`src/rtl/decode_stream.sv`:
```
// Registered, valid/ready index decoder (one-hot or thermometer) with a 2-entry
// skid buffer: full throughput, registered in_ready_o, out-of-range flagging.
module decode_stream #(
  parameter  int Width = 8,
  localparam int AW    = $clog2(Width)
) (
  input  logic             clk_i,
  input  logic             rst_ni,
  input  logic             in_valid_i,
  output logic             in_ready_o,
  input  logic [AW-1:0]    in_a_i,
  input  logic             in_mode_i,
  output logic             out_valid_o,
  input  logic             out_ready_i,
  output logic [Width-1:0] out_z_o,
  output logic             out_err_o
);

  typedef struct packed {
    logic [Width-1:0] z;
    logic             err;
  } beat_t;

  beat_t main_q, main_d, skid_q, skid_d, in_beat;
  logic  main_valid_q, main_valid_d, skid_valid_q, skid_valid_d;
  logic  accept, transfer;

  // Indices >= Width only exist when Width is not a power of two.
  function automatic beat_t decode(input logic [AW-1:0] a, input logic mode);
    beat_t b;
    b.err = (int'(a) >= Width);
    b.z   = '0;
    for (int i = 0; i < Width; i++) begin
      b.z[i] = !b.err && (mode ? (i <= int'(a)) : (i == int'(a)));
    end
    return b;
  endfunction

  assign in_beat  = decode(in_a_i, in_mode_i);
  assign accept   = in_valid_i & ~skid_valid_q;
  assign transfer = main_valid_q & out_ready_i;

  always_comb begin
    // NOTE: every _d gets a default before any branch, so no path leaves one
    // unassigned and no latch is inferred.
    main_d       = main_q;
    main_valid_d = main_valid_q;
    skid_d       = skid_q;
    skid_valid_d = skid_valid_q;
    if (transfer && skid_valid_q) begin
      // in_ready_o is low while skid is full, so no accept can collide here.
      main_d       = skid_q;
      skid_valid_d = 1'b0;
    end else if (accept && (!main_valid_q || transfer)) begin
      main_d       = in_beat;
      main_valid_d = 1'b1;
    end else if (accept) begin
      skid_d       = in_beat;
      skid_valid_d = 1'b1;
    end else if (transfer) begin
      main_valid_d = 1'b0;
    end
  end

  // NOTE: state uses non-blocking assignments; data payloads are reset too so
  // out_z_o/out_err_o read zero straight out of reset.
  always_ff @(posedge clk_i or negedge rst_ni) begin
    if (!rst_ni) begin
      main_q       <= '0;
      main_valid_q <= 1'b0;
      skid_q       <= '0;
      skid_valid_q <= 1'b0;
    end else begin
      main_q       <= main_d;
      main_valid_q <= main_valid_d;
      skid_q       <= skid_d;
      skid_valid_q <= skid_valid_d;
    end
  end

  assign in_ready_o  = ~skid_valid_q;
  assign out_valid_o = main_valid_q;
  assign out_z_o     = main_q.z;
  assign out_err_o   = main_q.err;

endmodule

```
`config.mk`:
```
export PLATFORM = sky130hd
export DESIGN_NAME = decode_stream
export DESIGN_NICKNAME = d
export VERILOG_FILES = /design/src/rtl/decode_stream.sv
export SDC_FILE = /design/constraint.sdc
export NUM_CORES = 1
export LEC_CHECK = 0
export CORE_UTILIZATION = 55
export CTS_BUF_LIST = sky130_fd_sc_hd__clkbuf_8
export DETAILED_ROUTE_END_ITERATION = 16
export PLACE_DENSITY = 0.81
export SYNTH_ARGS = -nofsm -noshare
export SYNTH_HDL_FRONTEND = slang
export SYNTH_SLANG_ARGS = --single-unit
```
`constraint.sdc`:
```
create_clock -name clk_i -period 3.1 [get_ports clk_i]
set_input_delay 0.62 -clock clk_i [delete_from_list [all_inputs] [get_ports clk_i]]
set_output_delay 0.62 -clock clk_i [all_outputs]
set_load 0.02 [all_outputs]
```
# Word level (Yosys, flattened, before mapping)
# Index checks and enable logic that the tools add are counted.
# W data, S select, Z words.
[word_totals]
ff_bits = 19
output_inout_bits = 11
wordCells = 53
[op_classes]
magnitude_cmp = 7
n_eq_ne = 9
muxes = 16
bitwise = 5
reduce_logical = 11
[op_table]
columns = ["cell", "count"]
rows = [
  ["$mux W9", 2],
  ["$mux W1", 14],
  ["$eq A3 B3 Y1 const A", 4],
  ["$le A3 B3 Y1 const A", 4],
  ["$eq A2 B3 Y1 const A", 2],
  ["$le A2 B3 Y1 const A", 2],
  ["$reduce_and A3 Y1", 2],
  ["$reduce_bool A2 Y1", 3],
  ["$eq A1 B3 Y1 const A", 1],
  ["$le A1 B3 Y1 const A", 1],
  ["$logic_not A3 Y1", 1],
  ["$not A1 Y1", 3],
  ["$and A1 B1 Y1", 2],
  ["$logic_and A1 B1 Y1", 2],
  ["$ne A2 B1 Y1 const B", 1],
  ["$ne A2 B2 Y1 const B", 1],
  ["$reduce_and A2 Y1", 1],
  ["$logic_not A1 Y1", 1],
  ["$logic_or A1 B1 Y1", 1],
]

# Longest topological paths before layout
[depth]
depth_word = 5
depth_mapped = 5
depth_no_buf = 3

# Worst setup path after synthesis
# No wires, ideal clock.
[synth_path]
path_type = "input -> register"
startpoint = "in in_a_i[1]"
endpoint = "reg main_q, in the netlist out_z_o[5]"
setup_ns = 0.132
arrival_ns = 1.265
setup_slack_ns = 1.703
stages = 4
path_cell_list = "buf_2 > mux2_2 > nand2_1 > o221ai_2"
[synth_via]
elab_chain_len = 4
word_cells_on_any_way = 5
cone_classes = "order compare: 1; eq/ne: 1; mux: 3"
[synth_rtl]
columns = ["item", "line", "rtl"]
rows = [
  ["start, declared", "11", "input logic [AW-1:0] in_a_i,"],
  ["$le A3 B3 Y1 / $eq A3 B3 Y1 (equally long branches)", "34", "b.z[i] = !b.err && (mode ? (i <= int'(a)) : (i == int'(a)));"],
  ["$mux W1 *", "34", ""],
  ["$mux W9 *", "54", "end else if (accept && (!main_valid_q || transfer)) begin"],
  ["$mux W9 *", "50", "if (transfer && skid_valid_q) begin"],
  ["end signal, assigned", "74", "main_q <= main_d;"],
  ["end, declared", "24", "beat_t main_q, main_d, skid_q, skid_d, in_beat;"],
]
# Mark *: on every way between the ends. The rest lies on a longest branch, timed or not. The select of a mux whose other input is x is not followed.
# A chain may end at the register's enable or synchronous reset.

# Final worst setup path
[layout_path]
startpoint = "reg skid_valid_q"
endpoint = "out in_ready_o"
[layout_via]
elab_chain_len = 1
[layout_rtl]
columns = ["item", "line", "rtl"]
rows = [
  ["start, declared", "25", "logic main_valid_q, main_valid_d, skid_valid_q, skid_valid_d;"],
  ["start signal, assigned", "77", "skid_valid_q <= skid_valid_d;"],
  ["$not A1 Y1", "81", "assign in_ready_o = ~skid_valid_q;"],
  ["end, declared", "10", "output logic in_ready_o,"],
]
# Every way passes these cells.

==> run metrics <==
crit path max-delay cell type=clkdlybuf4s50_1; final setup skew=between 0.005 and 0.006 ns; Rel. slew slack=between 40% and 50%; final period utilization=between 60% and 70%; Yosys top cell by area=dfrtp_1; port buffer count=17; Die X=42.53 um; post-synthesis cell area=between 900 and 1000 sq um; Multi-input gate area=between 300 and 400 sq um; post-synth cell types=25; crit path max fanout=6; critical path's top delay family=buffers and inverters; DRT antenna net count=0; Post-Synth XOR/XNOR Area=0%; CTS root buf=clkbuf_8; worst-skew pair later-pin latency=about 0.26 ns; post-CTS setup buffers=0; H-tree depth reported by CTS=1; pwr/cell area=412.4 nW/um^2; post-synthesis mux area share=2.355%; vias per cell=around 5.6; LEAKAGE=~0.49 nW; CTS tree=yes; Yosys warnings=0; post-CTS sizing=0; Mapped Cells=slightly below 90; CTS buffer count=3; Finished Cell Area=roughly 1100 sq um; Syn Area/Cell=10.15 sq um; Global Route Usage Sum=21.86%; FF/Latch Area=450.4 sq um; DP Cell Count=between 100 and 150; initial antenna violation count=0; Hold Slack=between 0.4 and 0.5 ns; die height=about 43 um; Max Cap Viol=0; Buf/Inv on CP=2; area of the die=approximately 1800 sq um; Fin. Hold Viols=0; detailed-route wire length per cell=about 14 um; Max clock buf depth=2; Final WS setup=~1.0 ns; final WL=around 1.7 mm; Synth top area share=about half; drt drc=0; largest family of logic cells by synthesized area=compound AO/OA/AOI/OAI gates; first-pass GRT wire length=~2.8 mm; Compound-Gate Fraction of Synth Area=about a quarter; dpl cell area=about 1100 sq um; syn nets=slightly below 100; clk slew on worst S/H paths=0.06 ns; Peak Freq=just under 0.5 GHz; status=complete, no violations; vias in the first global route=between 600 and 700; Hold Crit Class=flop to flop; Seq/Total Area, Yosys=about half; layout cell share with drive strength beyond 1=between 10% and 20%; drt initial violations=15; VDD IR max=0.3845 mV; GRT Residual Overflow=0; #FFs+latches synth=18; Top Ports=19; RSZ-0062 raised after global routing=no; Area Growth Syn to Fin=22.85%; clock period minus worst slack=2.074 ns; WS Path Type=flop to primary output; Final nets=around 110; CP Cell Sequence=inv_1 -> clkdlybuf4s50_1; DPL Wire Length=1.198 mm; TNS Setup=0 ns; DR pass1 iterations=4; initial core utilization=slightly below 60%; final cell count without fillers=120; largest net degree at the start of global routing=19; Core Region=between 1500 and 2000 sq um; CP arrival=roughly 1.5 ns; vias post-DR=roughly 670; total clock sinks=18; Critical Path Source Type=flop; Crit path required time=2.48 ns; Post-Synth Simple-Gate Area=14.96%; # diodes=0; Synth area leaders=dfrtp_1 (50%), o221ai_2 (13%), nand2_1 (7.5%); num rows=14; filler instances=roughly 110; GPL Wtd Cong=about 0.8; Synth Area in Adders=0%; cts hold-fix bufs=0; Critical Path End Type=primary output; DP Worst Slack=about 0.88 ns; Slew @ Worst Pin=around 0.80 ns; Worst path max stage delay=about 0.64 ns; commonest cells after routing, fill and taps aside=nand2_1 (18), dfrtp_1 (18), clkdlybuf4s50_1 (17); endpoints failing setup=0; max-slew violation count=0
cell usage after synthesis:
library cell,count
conb_1,1
nor2_1,4
nand3_1,1
nor3_1,1
a22o_2,1
buf_2,4
o22ai_1,1
o221ai_2,8
buf_4,1
o211ai_1,1
mux2_2,1
nand2b_1,1
nand2_1,18
a21oi_1,1
mux2i_1,1
o21ai_1,1
a31o_4,1
inv_1,10
nand4bb_1,1
buf_6,1
and3_1,1
dfrtp_1,18
nand3_2,1
o21ai_0,9
and3b_1,1
final timing paths:
kind / end / startpoint / slack, ns / depth (start not counted)
worst min-delay path: skid_q[7] / skid_q[7] / 0.48 / 2
worst max register to register: skid_q[5] / skid_valid_q / 1.66 / 2
worst min register to register: skid_q[7] / skid_q[7] / 0.48 / 2
worst max-delay path: in_ready_o / skid_valid_q / 1.03 / 2
min in group asynchronous: out_z_o[6] / rst_ni / 0.83 / 1
max in group asynchronous: out_z_o[1] / rst_ni / 1.78 / 1
cell families after synthesis:
family,count (synthesis)
other,1
buffers and inverters,16
AOI/OAI and AO/OA,23
muxes,2
DFF,18
and+or+nand+nor,29
worst min-delay path: cells and delay by family (launching register included):
kind / cells / cell delay [ns]
simple gates: 1 / 0.05
flops: 1 / 0.35
compound gates: 1 / 0.06
area by class of cell:
class	count	share of cell area [%]
Sequential cell	18	40.59
Multi-Input combinational cell	55	33.93
Inverter	10	3.382
Clock buffer	4	4.961
Tap cell	16	1.804
Timing Repair Buffer	17	15.33
flip-flops by register name (all words and copies together) (netlist names):
register and count:
skid_q 8, skid_valid_q 1, out_z_o 8, out_valid_o 1
per-stage QoR:
step | util (%) | total power (W)
floorplan | - | 0.0002540
global placement | 69.21 | 0.0002700
detailed placement | 69.21 | 0.0002703
CTS | 72.82 | 0.0004605
global route | 72.82 | 0.0004725
finish | 72.82 | 0.0004577
where the power goes:
group | leakage, nW | internal, W | switching (W)
Combinational | 0.253 | 0.0000125 | 0.0000187
Clock | 0.0288 | 0.000113 | 0.0000788
Sequential | 0.205 | 0.000235 | 0
layer usage:
layer | track usage (%) | up-vias | share of wire, % | wire length, um
met3 | 4.310 | 6 | 4.3 | 74
met4 | 12.50 | 0 | 2.1 | 35
met5 | 0 | - | 0 | 0
met2 | 34.46 | 24 | 48 | 815
li1 | - | 333 | - | -
met1 | 27.92 | 308 | 46 | 783
No activity file was read; power rests on OpenSTA's default activity.
